==> src/rtl/lms_pkg.sv <==
// Shared types and helpers for the block-LMS coefficient adapter.
// State encoding, derived-width helpers and a signed saturation function.
package lms_pkg;

   typedef enum logic [1:0] {
      ST_INIT  = 2'd0,
      ST_ADAPT = 2'd1,
      ST_HOLD  = 2'd2
   } state_t;

   function automatic int acc_bw(input int coef_bw, input int acc_ext);
      return coef_bw + acc_ext;
   endfunction

   function automatic int grad_bw(input int in_bw, input int err_bw, input int upd_log2);
      return in_bw + err_bw + upd_log2;
   endfunction

   // Clamp a wide signed value into the range of a w-bit two's complement number.
   function automatic logic signed [63:0] sat_s(input logic signed [63:0] v, input int w);
      logic signed [63:0] hi;
      logic signed [63:0] lo;
      hi = (64'sd1 <<< (w - 1)) - 64'sd1;
      lo = -(64'sd1 <<< (w - 1));
      if (v > hi)
         return hi;
      else if (v < lo)
         return lo;
      return v;
   endfunction

endpackage

==> src/rtl/lms_tap_update.sv <==
// One LMS tap: gradient sum over an update period, scaled step, saturating accumulator.
// Optional leakage term when LMS_LEAKAGE_EN is defined.
module lms_tap_update
   import lms_pkg::*;
#(
   parameter int IN_BW    = 11,
   parameter int ERR_BW   = 9,
   parameter int COEF_BW  = 9,
   parameter int ACC_EXT  = 10,
   parameter int UPD_LOG2 = 2,
   parameter int INIT_VAL = 0
`ifdef LMS_LEAKAGE_EN
   , parameter int LEAK_SHIFT = 12
`endif
) (
   input  logic                      clk,
   input  logic                      rst,
   input  logic                      clr,
   input  logic                      reload,
   input  logic                      accum,
   input  logic                      update,
   input  logic signed [IN_BW-1:0]   x,
   input  logic signed [ERR_BW-1:0]  err,
   input  logic [3:0]                mu_shift,
   output logic signed [COEF_BW-1:0] coef
);

   localparam int ACC_BW  = acc_bw(COEF_BW, ACC_EXT);
   localparam int GRAD_BW = grad_bw(IN_BW, ERR_BW, UPD_LOG2);
   localparam int PROD_BW = IN_BW + ERR_BW;
   localparam logic signed [ACC_BW-1:0] ACC_INIT = ACC_BW'(INIT_VAL * (2 ** ACC_EXT));

   logic signed [ACC_BW-1:0]  acc_reg;
   logic signed [GRAD_BW-1:0] grad_reg;
   logic signed [PROD_BW-1:0] prod;
   logic signed [GRAD_BW-1:0] grad_sum;
   logic signed [GRAD_BW-1:0] step;
   logic signed [63:0]        acc_wide;
   logic signed [ACC_BW-1:0]  acc_next;

   assign prod     = PROD_BW'(err) * PROD_BW'(x);
   // The final sample of the period is folded in directly, so the update needs no extra cycle.
   assign grad_sum = grad_reg + GRAD_BW'(prod);
   assign step     = grad_sum >>> (UPD_LOG2 + int'(mu_shift));

`ifdef LMS_LEAKAGE_EN
   assign acc_wide = 64'(acc_reg) - 64'(acc_reg >>> LEAK_SHIFT) + 64'(step);
`else
   assign acc_wide = 64'(acc_reg) + 64'(step);
`endif

   assign acc_next = ACC_BW'(sat_s(acc_wide, ACC_BW));
   assign coef     = acc_reg[ACC_BW-1:ACC_EXT];

   always_ff @(posedge clk or posedge rst) begin
      if (rst) begin
         grad_reg <= '0;
         acc_reg  <= ACC_INIT;
      end else if (reload) begin
         grad_reg <= '0;
         acc_reg  <= ACC_INIT;
      end else if (update) begin
         grad_reg <= '0;
         acc_reg  <= acc_next;
      end else if (clr) begin
         grad_reg <= '0;
      end else if (accum) begin
         grad_reg <= grad_sum;
      end
   end

endmodule

==> src/rtl/lms_coef_adapt.sv <==
// Block-LMS coefficient writer for the FFE: delay line, control FSM, period counter, bus packing.
// Build option: define LMS_LEAKAGE_EN to add coefficient leakage at each update.
module lms_coef_adapt
   import lms_pkg::*;
#(
   parameter int IN_BW       = 11,
   parameter int ERR_BW      = 9,
   parameter int COEF_BW     = 9,
   parameter int N_COEF      = 7,
   parameter int ACC_EXT     = 10,
   parameter int UPD_LOG2    = 2,
   parameter int ERR_DLY     = 2,
   parameter int CENTER_TAP  = 3,
   parameter int CENTER_INIT = 128,
   parameter int LEAK_SHIFT  = 12
) (
   input  logic                        i_clk,
   input  logic                        i_rst,
   input  logic                        i_en,
   input  logic signed [IN_BW-1:0]     i_data,
   input  logic signed [ERR_BW-1:0]    i_err,
   input  logic [3:0]                  i_mu_shift,
   input  logic                        i_freeze,
   input  logic                        i_reinit,
   output logic [COEF_BW*N_COEF-1:0]   o_coefs,
   output logic                        o_upd,
   output logic [1:0]                  o_state
);

   localparam int DEPTH = ERR_DLY + N_COEF;

   if (CENTER_TAP >= N_COEF || LEAK_SHIFT < 1 || LEAK_SHIFT >= COEF_BW + ACC_EXT) begin : g_param_check
      $error("lms_coef_adapt: CENTER_TAP or LEAK_SHIFT out of range");
   end

   logic signed [IN_BW-1:0] x_reg [DEPTH];
   state_t                  state_reg;
   logic [UPD_LOG2-1:0]     cnt_reg;
   logic                    upd_reg;
   logic                    adapt_en;
   logic                    do_upd;
   logic                    hold;

   assign adapt_en = (state_reg == ST_ADAPT) && i_en && !i_reinit;
   assign do_upd   = adapt_en && (cnt_reg == {UPD_LOG2{1'b1}});
   assign hold     = (state_reg == ST_HOLD);

   // The delay line runs in every state so the taps see valid history when adaptation resumes.
   always_ff @(posedge i_clk or posedge i_rst) begin
      if (i_rst) begin
         for (int j = 0; j < DEPTH; j++)
            x_reg[j] <= '0;
      end else if (i_en) begin
         x_reg[0] <= i_data;
         for (int j = 1; j < DEPTH; j++)
            x_reg[j] <= x_reg[j-1];
      end
   end

   always_ff @(posedge i_clk or posedge i_rst) begin
      if (i_rst) begin
         state_reg <= ST_INIT;
         cnt_reg   <= '0;
         upd_reg   <= 1'b0;
      end else begin
         upd_reg <= do_upd;
         if (i_reinit) begin
            state_reg <= ST_INIT;
            cnt_reg   <= '0;
         end else begin
            case (state_reg)
               ST_INIT: begin
                  state_reg <= ST_ADAPT;
                  cnt_reg   <= '0;
               end
               ST_ADAPT: begin
                  if (i_en)
                     cnt_reg <= cnt_reg + 1'b1;
                  if (i_freeze)
                     state_reg <= ST_HOLD;
               end
               ST_HOLD: begin
                  cnt_reg <= '0;
                  if (!i_freeze)
                     state_reg <= ST_ADAPT;
               end
               default: begin
                  state_reg <= ST_INIT;
                  cnt_reg   <= '0;
               end
            endcase
         end
      end
   end

   for (genvar gi = 0; gi < N_COEF; gi++) begin : g_tap
      lms_tap_update #(
         .IN_BW    (IN_BW),
         .ERR_BW   (ERR_BW),
         .COEF_BW  (COEF_BW),
         .ACC_EXT  (ACC_EXT),
         .UPD_LOG2 (UPD_LOG2),
         .INIT_VAL ((gi == CENTER_TAP) ? CENTER_INIT : 0)
`ifdef LMS_LEAKAGE_EN
         , .LEAK_SHIFT (LEAK_SHIFT)
`endif
      ) u_tap (
         .clk      (i_clk),
         .rst      (i_rst),
         .clr      (hold),
         .reload   (i_reinit),
         .accum    (adapt_en),
         .update   (do_upd),
         .x        (x_reg[ERR_DLY+gi]),
         .err      (i_err),
         .mu_shift (i_mu_shift),
         .coef     (o_coefs[gi*COEF_BW +: COEF_BW])
      );
   end

   assign o_upd   = upd_reg;
   assign o_state = state_reg;

endmodule

==> config.mk <==
export PLATFORM = sky130hd
export DESIGN_NAME = lms_coef_adapt
export DESIGN_NICKNAME = d
export VERILOG_FILES = /design/src/rtl/lms_pkg.sv /design/src/rtl/lms_tap_update.sv /design/src/rtl/lms_coef_adapt.sv
export SDC_FILE = /design/constraint.sdc
export NUM_CORES = 2
export LEC_CHECK = 0
export ABC_AREA = 1
export BUFFER_PORTS_ARGS = -buffer_cell sky130_fd_sc_hd__buf_2
export CELL_PAD_IN_SITES_DETAIL_PLACEMENT = 0
export CELL_PAD_IN_SITES_GLOBAL_PLACEMENT = 1
export CORE_MARGIN = 3
export CORE_UTILIZATION = 52
export DETAILED_ROUTE_END_ITERATION = 16
export HOLD_SLACK_MARGIN = 0.06
export PLACE_DENSITY = 0.86
export SETUP_SLACK_MARGIN = 0.05
export SLEW_MARGIN = 20
export SYNTH_ARGS = -nofsm -noshare
export SYNTH_HDL_FRONTEND = slang
export SYNTH_HIERARCHICAL = 1
export SYNTH_SLANG_ARGS = --single-unit
==> constraint.sdc <==
create_clock -name i_clk -period 23.1 [get_ports i_clk]
set_clock_uncertainty 0.1 [all_clocks]
set_input_delay 4.62 -clock i_clk [delete_from_list [all_inputs] [get_ports i_clk]]
set_output_delay 4.62 -clock i_clk [all_outputs]
set_load 0.005 [all_outputs]
==> impl_metrics.tcl <==
set metrics [dict create \
    area_growth_pct 4.56 \
    slowest_delay_ns 0.67 \
    cp-start-kind "input port" \
    wl_mm 195 \
    cts_made_buffers 57 \
    initial_core_util 0.525 \
    io_pins 95 \
    cts_tree "done" \
    tightest_slew_ns 1.13 \
    clock-sinks 391 \
    hp-class "flop to flop" \
    viasPerCell 5.28 \
    gr-total-overflow 0 \
    ys_seq_elements 391 \
    ys_warn_count 6 \
    fin_setup_tns_ns 0 \
    port-buffer-count 94 \
    min_period_ns 13.41 \
    ys.flop_type "dfrtp_1" \
    outcome "finished, final reports clean" \
    largest_reg_flops 154 \
    antenna_found_initial 4 \
    drive_above_1_share 0.0428 \
    vias 62600 \
    maxCapViolations 0 \
    avgSynthCellArea_sq_um 6.74 \
    core_sq_um 132000 \
    gp_congestion 0.940 \
    async_flop_share 1.00 \
    post-cts-setup-buffer-count 0 \
    worstPathMaxFanout 45 \
    drv_slew 0 \
    crit_type "input port to flop" \
    root_buffer "clkbuf_16" \
    endpoint_kind "flop" \
    wire_per_inst_um 16.5 \
    synth_cells 10300 \
    htreeDepth 2 \
    fmax_ghz 0.0746 \
    clkTransAtPathRegs_ns 0.06 \
    placementRows 133 \
    critical-path-slowest-cell "fa_1" \
    grt_pass1_vias 63300 \
    grt_setup_unrepaired "false" \
    die_area_sq_um 137000 \
    fin_crit_sh 0.580 \
    hold_buffers 0 \
    timing_hold_violations_final 0 \
    cpMostUsedCell "nand2_1" \
    die_width_um 371 \
    drc_errors 0 \
    grt_max_degree 103 \
    ys_seq_area_frac 0.141 \
    drt_iter0_markers 4027 \
    final_common_cell "nand2_1" \
    die_h_um 371 \
    cts_buffer_depth 3 \
    cp.arrival_ns 13.93 \
    setup_viol 0 \
    n_antenna_cell 0 \
    crit_required_ns 23.62 \
    final_nets 11400 \
    slew_headroom 0.243 \
    final_antenna_net_count 0 \
    dr.pass1.iters 8 \
    grt_use_total 0.289 \
    cts_resized 0 \
    insertion_delay_ns 0.70 \
    synth-edff-count 0 \
    dp_hpwl_mm 156 \
    final_cell_mix "nand2_1, inv_1, nand3_1, fa_1, ha_1" \
    syn_area_sq_um 69200 \
    grt_pass1_wl_mm 326 \
    synth_cell_type_count 61 \
    n_fill_cell 13300 \
    synth_nets 11600 \
]
[Yosys cell counts, types with 8 or more instances]
master / n / area share
nand2_1: 3044 / 0.17
inv_1: 2266 / 0.12
nand3_1: 1057 / 0.076
fa_1: 749 / 0.22
ha_1: 568 / 0.10
nor2_1: 433 / 0.024
dfrtp_1: 390 / 0.14
a21oi_1: 334 / 0.024
clkbuf_1: 249 / 0.014
o21ai_0: 243 / 0.018
o22ai_1: 114 / 0.010
xor2_1: 86 / 0.011
nand4_1: 85 / 0.0077
buf_4: 77 / 0.0084
xnor2_1: 72 / 0.0091
nand2_2: 52 / 0.0047
nand3b_1: 47 / 0.0051
o21ai_1: 42 / 0.0030
buf_1: 40 / 0.0022
o21bai_1: 38 / 0.0041
or2_2: 33 / 0.0030
nor2_2: 26 / 0.0024
nor3_1: 22 / 0.0016
a31oi_1: 17 / 0.0015
inv_2: 17 / 0.00092
o211ai_1: 17 / 0.0018
buf_6: 14 / 0.0023
nand3_2: 14 / 0.0020
a21boi_0: 12 / 0.0013
o31ai_1: 11 / 0.0012
buf_2: 10 / 0.00072
a21oi_2: 8 / 0.0010
[per-layer routing]
layer | routed length, um | part of all wire | vias to the layer above | global-route usage
li1 | - | - | 30900 | -
met2 | 92700 | 0.47 | 1356 | 0.492
met4 | 5420 | 0.028 | 2 | 0.0759
met5 | 7 | 0.000036 | - | 0
met1 | 88900 | 0.46 | 30000 | 0.396
met3 | 8310 | 0.043 | 274 | 0.0264
[kinds of logic after synthesis]
group / synth area share
adders and majority gates: 0.320
buffers and inverters: 0.152
and+or+nand+nor: 0.297
AOI/OAI and AO/OA: 0.0695
DFF: 0.141
xor gates and xnor gates: 0.0207
muxes: 0.000434
[layout make-up]
type / count / area (sq um) / area share
Tap cell: 1755 / 2200 / 0.0304
Inverter: 2290 / 8600 / 0.119
Multi-Input combinational cell: 7180 / 48900 / 0.676
Clock buffer: 70 / 1550 / 0.0214
Sequential cell: 391 / 9790 / 0.135
Timing Repair Buffer: 133 / 790 / 0.0109
Clock inverter: 38 / 482 / 0.00666
[critical path: cells and delay by family]
family          cells  cell delay (ns)
compound gates      1             0.49
fa+ha+maj           8             3.89
simple gates       22             3.06
buf+inv             7             1.76
[through the flow]
step	instance area (sq um)	hold slack (ns)	std cells	util	setup WS (ns)
6_report	72300	0.370	11900	0.549	9.69
5_1_grt	72300	0.400	11900	0.549	9.08
4_1_cts	72300	0.375	11900	0.549	9.69
3_5_place_dp	70300	0.361	11700	0.533	9.00
3_3_place_gp	70300	0.358	11700	0.533	9.07
2_1_floorplan	69200	0.340	10300	-	11.51
[worst paths after layout]
check,startpoint,to,slack (ns),depth (start not counted)
max in group asynchronous,i_rst,cnt_reg[0],17.44,3
worst max register to register,x_reg[54],g_tap[2].u_tap/acc_reg[12],14.16,39
min in group asynchronous,i_rst,x_reg[32],4.31,2
worst min-delay path,x_reg[91],x_reg[91],0.37,2
worst max-delay path,i_err[4],g_tap[4].u_tap/acc_reg[13],9.69,38
worst min register to register,x_reg[91],x_reg[91],0.37,2
Power is not shown: default switching activity piles up to over one toggle a cycle in this logic, so the estimate is an artifact.
